==> src/rtl/config_ram_requester.sv <==
// Initiator for the config RAM port: single-beat read/write commands in, RAM strobes out, read data back.
// Build option CONFIG_RAM_INIT_EN: zero-fill every RAM word after reset before accepting commands.
module config_ram_requester #(
   parameter int N_BYTES   = 4,
   parameter int DEPTH     = 256,
   parameter int ADDR_BITS = $clog2(DEPTH),
   parameter int N_BITS    = N_BYTES*8
) (
   input  logic                 CLK,
   input  logic                 nRST,
   input  logic                 req_valid,
   output logic                 req_ready,
   input  logic                 req_wen,
   input  logic [ADDR_BITS-1:0] req_addr,
   input  logic [N_BITS-1:0]    req_wdata,
   input  logic [N_BYTES-1:0]   req_byte_en,
   output logic                 rsp_valid,
   input  logic                 rsp_ready,
   output logic [N_BITS-1:0]    rsp_rdata,
   output logic                 init_done,
   output logic [N_BITS-1:0]    ram_wdata,
   output logic [ADDR_BITS-1:0] ram_addr,
   output logic [N_BYTES-1:0]   ram_byte_en,
   output logic                 ram_wen,
   output logic                 ram_ren,
   input  logic [N_BITS-1:0]    ram_rdata,
   input  logic                 ram_busy
);

   typedef enum logic [1:0] {INIT, IDLE, ACCESS, RESP} state_t;

`ifdef CONFIG_RAM_INIT_EN
   localparam state_t RST_STATE = INIT;
   localparam logic [ADDR_BITS-1:0] LAST = ADDR_BITS'(DEPTH-1);
   logic [ADDR_BITS-1:0] init_cnt;
`else
   localparam state_t RST_STATE = IDLE;
`endif

   state_t state;
   logic   reg_wen;

   assign req_ready = (state == IDLE);
   assign init_done = (state != INIT);

   // The ram_* output registers double as the command's addr/wdata/byte_en holding registers.
   always_ff @(posedge CLK or negedge nRST) begin
      if (!nRST) begin
         state       <= RST_STATE;
         reg_wen     <= 1'b0;
         ram_wen     <= 1'b0;
         ram_ren     <= 1'b0;
         ram_addr    <= '0;
         ram_wdata   <= '0;
         ram_byte_en <= '0;
         rsp_valid   <= 1'b0;
         rsp_rdata   <= '0;
`ifdef CONFIG_RAM_INIT_EN
         init_cnt    <= '0;
`endif
      end else begin
         case (state)
`ifdef CONFIG_RAM_INIT_EN
            INIT: begin
               ram_wdata   <= '0;
               ram_byte_en <= '1;
               ram_addr    <= init_cnt;
               if (!ram_wen) begin
                  ram_wen <= 1'b1;
               end else if (!ram_busy) begin
                  // Terminal compare rather than wrap so non-power-of-2 depths stop at DEPTH-1.
                  if (init_cnt == LAST) begin
                     ram_wen <= 1'b0;
                     state   <= IDLE;
                  end else begin
                     init_cnt <= init_cnt + ADDR_BITS'(1);
                     ram_addr <= init_cnt + ADDR_BITS'(1);
                  end
               end
            end
`endif
            IDLE: begin
               if (req_valid) begin
                  reg_wen     <= req_wen;
                  ram_addr    <= req_addr;
                  ram_wdata   <= req_wdata;
                  ram_byte_en <= req_wen ? req_byte_en : '1;
                  ram_wen     <= req_wen;
                  ram_ren     <= !req_wen;
                  state       <= ACCESS;
               end
            end
            ACCESS: begin
               if (!ram_busy) begin
                  ram_wen <= 1'b0;
                  ram_ren <= 1'b0;
                  if (reg_wen) begin
                     state <= IDLE;
                  end else begin
                     rsp_rdata <= ram_rdata;
                     rsp_valid <= 1'b1;
                     state     <= RESP;
                  end
               end
            end
            RESP: begin
               if (rsp_ready) begin
                  rsp_valid <= 1'b0;
                  state     <= IDLE;
               end
            end
            default: state <= IDLE;
         endcase
      end
   end

endmodule

==> config.mk <==
export PLATFORM = sky130hd
export DESIGN_NAME = config_ram_requester
export DESIGN_NICKNAME = d
export VERILOG_FILES = /design/src/rtl/config_ram_requester.sv
export SDC_FILE = /design/constraint.sdc
export NUM_CORES = 1
export LEC_CHECK = 0
export CAP_MARGIN = 10
export CORE_ASPECT_RATIO = 2
export CORE_UTILIZATION = 41
export CTS_CLUSTER_SIZE = 28
export DETAILED_ROUTE_END_ITERATION = 8
export GPL_TIMING_DRIVEN = 1
export PLACE_DENSITY_LB_ADDON = 0.05
export SYNTH_ARGS = -nofsm -noshare
export SYNTH_HDL_FRONTEND = slang
export SYNTH_SLANG_ARGS = --single-unit
==> constraint.sdc <==
create_clock -name CLK -period 2.15 [get_ports CLK]
set_input_delay 0.645 -clock CLK [delete_from_list [all_inputs] [get_ports CLK]]
set_output_delay 0.645 -clock CLK [all_outputs]
set_load 0.1 [all_outputs]
; ---- Word-level counts from Yosys, hierarchy flattened
; Cells that the tools add are included.
[word_totals]
regBits = 82
mem_bits_ro = 0
latch_bits = 0
mem_bits_rw = 0
output_inout_bits = 81
inputBits = 82
elab_cells = 42
mem_count = 0
[classes]
eq_ne = 7
addsub = 0
n_mux = 15
div = 0
n_lt_le_gt_ge = 0
multipliers = 0
reduce_logical = 9
n_shift = 0
n_bitwise = 2
[ops]
columns = op, count
row1 = AND reduction 3 bit, 3
row2 = two-way mux 2 bit, 4
row3 = "!= test 2 bit, second input constant", 4
row4 = two-way mux 1 bit, 6
row5 = one-hot mux 1 bit (2 select lines), 3
row6 = one-hot mux 2 bit (3 select lines), 1
row7 = nonzero test 2 bit, 3
row8 = "== test 2 bit, second input constant", 2
row9 = two-way mux 4 bit, 1
row10 = AND reduction 4 bit, 1
row11 = "== test 2 x 1 -> 1 bit, second input constant", 1
row12 = NOT 1 bit, 2
row13 = AND reduction 2 bit, 1
row14 = zero test 1 bit, 1

; ---- Depth between registers and ports, before layout
; Gate-level depths: netlist (run 1).
[depth]
depth_word = 3
mapped_depth = 6
ltp_nobuf = 5

; ---- Worst setup path before layout (run 1)
; Ideal clock, no wire load.
[synth_path]
path_type = flip-flop to flip-flop
from = register state[0]
to = register ram_wen
path_slack_ps = -58
n_path_buf = 0
stages_incl_launch_ff = 5
required_time_ps = 2025
synth_period_minus_slack_ps = 2208
t_arrival_ps = 2083
setup_time_ps = 125
cell_sequence = dfstp_2 > ha_1 > mux2i_1 > a21oi_1 > mux2_2
[synth_between]
elab_chain_cells = 3
elab_cells_between_ends = 7
cone_classes = 4 x eq/ne / 1 x mux / 2 x reduce/logical
[synth_rtl]
columns = item, line
row1 = from (decl), 40  ; state_t state;
row2 = from (signal assigned), 49  ; state <= RST_STATE;
row3 = from (signal assigned), 90  ; state <= ACCESS;
row4 = from (signal assigned), 98  ; state <= IDLE;
row5 = == test 2 x 1 -> 1 bit *, n/a
row6 = net req_ready, 12  ; output logic req_ready,
row7 = != test 2 bit (no line) / nonzero test 2 bit (equally long branches), n/a
row8 = AND reduction 3 bit (no line), n/a
row9 = to (signal assigned), 88  ; ram_wen <= req_wen;
row10 = to (decl), 24  ; output logic ram_wen,
; The timed path passes the listed nets; every way through them passes the cells marked *.
; A chain may end at the register's enable or synchronous reset.

; ---- Final worst setup path (run 1)
[layout_path]
from = register state[0]
to = output port init_done
[layout_between]
elab_chain_cells = 1
[layout_rtl]
columns = item, line
row1 = nonzero test 2 bit, 44  ; assign init_done = (state != INIT);
row2 = to (decl), 20  ; output logic init_done,
; No other way between the ends.

==> results of run 1 <==
==> state kept, by name, summed over array words and instances (netlist names) <==
name         count
ram_wdata       32
ram_byte_en      4
rsp_rdata       32
rsp_valid        1
reg_wen          1
ram_wen          1
ram_ren          1
state            2
ram_addr         8
==> kinds of logic (layout without fill, tap and decap cells) <==
kind of cell	count (synthesis)	count (layout)	synth area share
and+or+nand+nor	19	19	0.03617
DFF	82	82	0.6058
adders and majority gates	6	6	0.02215
muxes	75	75	0.2820
buffers and inverters	12	189	0.03027
AOI/OAI and AO/OA	12	12	0.02363
==> path summary, 6_finish.rpt <==
kind	from	end	slack, ps	cells past startpoint
worst max register to register	state[0]$_DFFE_PN1P_	rsp_rdata[15]$_DFFE_PN0P_	420	6
worst min register to register	ram_byte_en[3]$_DFFE_PN0P_	ram_byte_en[3]$_DFFE_PN0P_	490	2
worst max-delay path	state[0]$_DFFE_PN1P_	init_done	90	4
min in group CLK	ram_byte_en[3]$_DFFE_PN0P_	ram_byte_en[3]$_DFFE_PN0P_	490	2
max in group asynchronous	nRST	ram_wdata[6]$_DFFE_PN0P_	1280	2
worst min-delay path	nRST	rsp_rdata[30]$_DFFE_PN0P_	270	1
==> area by class of cell <==
type                            instances  area share
Timing Repair Buffer                  169      0.2958
Multi-Input combinational cell        112      0.2322
Inverter                                4    0.002808
Sequential cell                        82      0.3840
Clock buffer                           11     0.04353
Tap cell                               96     0.02247
Clock inverter                          5     0.01919
==> synthesized netlist by cell type <==
| cell | n | share of area |
|---|---|---|
| a21oi_1 | 1 | 0.0015 |
| a22o_1 | 1 | 0.0026 |
| a22o_2 | 1 | 0.0030 |
| a31oi_1 | 1 | 0.0018 |
| a41o_1 | 1 | 0.0030 |
| and2b_1 | 1 | 0.0022 |
| and3_1 | 1 | 0.0018 |
| buf_12 | 3 | 0.018 |
| buf_2 | 4 | 0.0059 |
| buf_4 | 1 | 0.0022 |
| dfrtp_1 | 81 | 0.60 |
| dfstp_2 | 1 | 0.0078 |
| ha_1 | 6 | 0.022 |
| inv_1 | 4 | 0.0044 |
| mux2_2 | 44 | 0.15 |
| mux2_4 | 30 | 0.13 |
| mux2i_1 | 1 | 0.0030 |
| nand2_1 | 6 | 0.0066 |
| nand2_2 | 1 | 0.0018 |
| nand2b_1 | 2 | 0.0037 |
| nand2b_4 | 1 | 0.0041 |
| nand3_1 | 1 | 0.0015 |
| nor2_1 | 1 | 0.0011 |
| nor2_8 | 1 | 0.0059 |
| nor2b_1 | 4 | 0.0074 |
| o21ai_0 | 5 | 0.0074 |
| o22ai_1 | 1 | 0.0018 |
| o32ai_1 | 1 | 0.0026 |
==> per-layer routing <==
metal / track usage / up-vias / share of wire
met1: 0.2139 / 1115 / 0.37
met3: 0.05816 / 14 / 0.067
met5: 0 / - / 0
li1: - / 1063 / -
met4: 0.09136 / 0 / 0.027
met2: 0.3265 / 91 / 0.54
==> stage by stage <==
step / util / hold slack (ps) / worst slack [ps] / instance area, um2
floorplan: - / 349.4 / 117.1 / 3392
global placement: 0.6296 / 468.0 / 100.4 / 5001
detailed placement: 0.6296 / 476.3 / 80.37 / 5001
CTS: 0.6728 / 285.3 / 54.99 / 5344
global route: 0.6731 / 301.2 / 29.07 / 5346
finish: 0.6731 / 270.9 / 87.92 / 5346
==> worst max-delay path, delay by kind of cell (launching register included) <==
kind / cells / cell delay, ps
buf+inv: 3 / 360
flops: 1 / 540
fa+ha+maj: 1 / 200
==> what timing repair did <==
action | 4_1_cts | 5_1_grt
endpoints found under the setup margin | 1 | 1
resized for setup | 0 | 1
setup buffers | 1 | 0
hold buffers | 0 | 0
==> metrics.cfg, run 1 <==
[run_status]
status=finished clean

[floorplan]
rows=46
die_height_um=130.6
placeableCoreArea_um2=7943
fp.dieW_um=66.29
pin_count=163
initial_core_util=0.4267
die_area_um2=8656

[timing]
report.final.setup_viol=0
maxSlewViolCount=0
worst_pin_slew_ps=480.2
period_share=0.9591
hold_viol_final=0
timing.final.crit_period_ps=2062
slew_headroom=0.6799
max_freq_ghz=0.4849
tns_ps=0
fin_skew_ps=5.601
rsz0062_at_grt=false

[route]
wirelength_mm=7.886
drt-pass1-iter-count=4
ant_nets=0
via_per_inst=4.766
vias=2283
drtIter0Drc=63
drc=0
wl_per_cell_um=16.46

[placement]
hpwl_mm=5.914
port_buffers=162
gp_congestion=0.7357
dp_cells=462

[critical_path]
crit_path_frequent_cell=inv_1
end_kind=output pin
critPathMaxStageDelay_ps=540
critPathSlowestCell=dfstp_2
worstPathCellList=inv_1 > ha_2 > inv_1 > buf_12
crit_path_start_kind=register
critPathRequiredTime_ps=1500
cp_max_fo=4
critPathArrivalTime_ps=1420
criticalPathCategory=register to output pin

[clock_network]
clkLatencyLatePin_ps=330
clkSinkCount=82
clockRootBuffer=clkbuf_16
cts_tree=built
cts_buffers=9
clkTransAtPathRegs_ps=60
clk_path_buf_depth=2
cts-htree-levels=3

[yosys]
syn_area_per_cell_um2=16.45
synth_area_um2=3390
ys_warn_count=0
ys_seq_area_frac=0.6058
synth_cell_type_count=28
syn_inst=206
ys_ff_latch=82
syn_nets=294

[cells_and_area]
nNetsFinal=466
final_cells=479
syn2layout_area_growth_pct=57.73
nFillCells=593
drive_gt1_frac=0.4830
antenna-diode-count=0
final_common_cell=dfrtp_1
multiInputGateArea_um2=1241
final_cell_mix=dfrtp_1 (81), buf_4 (80), clkdlybuf4s50_1 (80)
register_area_um2=2053

[global_route]
grt_max_degree=39
grt_first_pass_wirelength_mm=11.95
first_global_vias=2331
track_usage=0.1915
grt_remaining_overflow=0
grt_antenna_before_repair=0

[run]
drv_cap=0

[hold_path]
hold_path.class=input port to asynchronous set/reset pin

Power of run 1 is left out: the tool's default activity adds up to more than one toggle a clock period on the data nets, which glitch-free logic cannot reach.
==> run 2, diff against run 1 <==
Settings changed: REMOVE_ABC_BUFFERS set to 1.
==> metrics.cfg, run 2 (synthesis gave the netlist of run 1 again) <==
[clock_network]
cts-htree-levels=3  ; unchanged
cts_buffers=9  ; unchanged
clkSinkCount=82  ; unchanged
clockRootBuffer=clkbuf_16
cts_tree=built
clkLatencyLatePin_ps=330  ; about the same
clk_path_buf_depth=2  ; unchanged
clkTransAtPathRegs_ps=60  ; about the same
postCtsHoldBufs=0  ; unchanged

[global_route]
gr-usage-met2=0.3457  ; +0.01921
grt_antenna_before_repair=0  ; unchanged
track_usage=0.1858  ; -0.005735
busiest_layer=met2
first_global_vias=2324  ; -0.30%
grt_max_degree=43  ; +10%
grt_first_pass_wirelength_mm=11.62  ; -2.8%
grt_use_met3=0.04861  ; -0.009549
grt_remaining_overflow=0  ; unchanged
met1_usage=0.1890  ; -0.02489

[placement]
hpwl_mm=5.945  ; +0.52%
pre_cts_slack_ps=76.31  ; -4.061 ps
gp_congestion=0.7120  ; -3.2%
port_buffers=162  ; unchanged

[critical_path]
critPathMaxStageDelay_ps=540  ; about the same
crit_path_start_kind=register
rr_startpoint=state[0]$_DFFE_PN1P_
critPathCapture=init_done
critPathArrivalTime_ps=1430  ; about the same
critPathRequiredTime_ps=1500  ; about the same
criticalPathCategory=register to output pin
worstPathCellList=inv_1 > ha_1 > inv_2 > buf_12
path_depth=4  ; unchanged
r2r_cells=6  ; unchanged
rrSetupSlack_ps=450  ; +30 ps
critical_path.startpoint=state[0]$_DFFE_PN1P_
cp_max_fo=4  ; unchanged
cp_top_family=flip-flops
path_buf_inv=3  ; unchanged
end_kind=output pin
critPathSlowestCell=dfstp_2
rr_endpoint=rsp_rdata[24]$_DFFE_PN0P_

[cells_and_area]
final_common_cell=dfrtp_1
nNetsFinal=467  ; +0.21%
final_cell_mix=dfrtp_1 (81), clkdlybuf4s50_1 (80), buf_4 (77)
reg_top3=ram_wdata: 32 flops, rsp_rdata: 32 flops, ram_addr: 8 flops
syn2layout_area_growth_pct=58.88
drive_gt1_frac=0.4870  ; +0.003950
utilization=0.6780  ; +0.004884

[timing]
hold_viol_final=0  ; unchanged
period_share=0.9667  ; +0.007591
worst_pin_slew_ps=532.6  ; +52.38 ps
report.final.setup_viol=0  ; unchanged
max_freq_ghz=0.4811  ; -0.79%
timing.final.crit_period_ps=2078  ; +16.32 ps
slew_headroom=0.6450  ; -0.03492
worst_slack_ps=71.60  ; -16.32 ps
maxSlewViolCount=0  ; unchanged
tns_ps=0  ; unchanged
fin_skew_ps=5.807  ; +0.2062 ps
rsz0062_at_grt=false

[hold_path]
hold_path.class=input port to asynchronous set/reset pin

[run_status]
status=finished clean

[route]
wl_per_cell_um=16.46  ; about the same
ant_nets=0  ; unchanged
drt-pass1-iter-count=4  ; unchanged
via_per_inst=4.757  ; -0.20%
drtIter0Drc=72  ; +14%
vias=2288  ; +0.22%
wirelength_mm=7.919  ; +0.42%
drc=0  ; unchanged

[floorplan]
die_height_um=130.6  ; unchanged
die_area_um2=8656  ; unchanged
initial_core_util=0.4267  ; unchanged
fp.dieW_um=66.29  ; unchanged
rows=46  ; unchanged
placeableCoreArea_um2=7943  ; unchanged
pin_count=163  ; unchanged

[run]
drv_cap=0  ; unchanged

-- run 2: what timing repair did --
action | in CTS | in global routing
endpoints found under the setup margin | 1 | 1
gates resized for setup | 1 | 0
setup buffers | 0 | 1
-- run 2: cell type report --
type,instances,area [um2]
inverter,4,15.01
clock inverter,7,93.84
antenna,1,2.502
timing repair buffer,170,1639
sequential,82,2053
fill,596,2557
multi-input combinational,112,1236
clock buffer,9,225.2
tap,96,120.1
-- run 2: worst min-delay path by stage --
| stage | startpoint | to | slack [ps] | cells after the start |
|---|---|---|---|---|
| 2_1_floorplan | nRST | ram_addr[0]$_DFFE_PN0P_ | 350 | 0 |
| 3_3_place_gp | ram_byte_en[3]$_DFFE_PN0P_ | ram_byte_en[3]$_DFFE_PN0P_ | 470 | 2 |
| 3_5_place_dp | ram_byte_en[3]$_DFFE_PN0P_ | ram_byte_en[3]$_DFFE_PN0P_ | 470 | 2 |
| 4_1_cts | nRST | ram_wdata[15]$_DFFE_PN0P_ | 310 | 1 |
| 5_1_grt | nRST | ram_wdata[29]$_DFFE_PN0P_ | 330 | 1 |
| 6_report | nRST | ram_wdata[4]$_DFFE_PN0P_ | 290 | 1 |
-- run 2: metrics by stage --
step,std cells,hold WS [ps],instance area (um2)
2_1_floorplan,198,349.4,3302
3_3_place_gp,463,465.1,5056
3_5_place_dp,463,474.7,5056
4_1_cts,479,307.9,5375
5_1_grt,480,328.1,5383
6_report,481,293.4,5385
-- run 2: worst reg2reg max path, delay by kind of cell (launching register included) --
family	cells	cell delay [ps]
AND/OR/NAND/NOR	2	180
multiplexers	1	320
buffers and inverters	2	260
flip-flops	1	540
adder cells (fa/ha/maj)	1	280
-- run 2: layer usage --
metal	wire [um]	vias up	part of all wire
li1	-	1062	-
met3	465	8	0.059
met4	105	0	0.013
met1	2787	1126	0.35
met5	0	-	0
met2	4560	92	0.58
Power of run 2 is left out for the same reason.
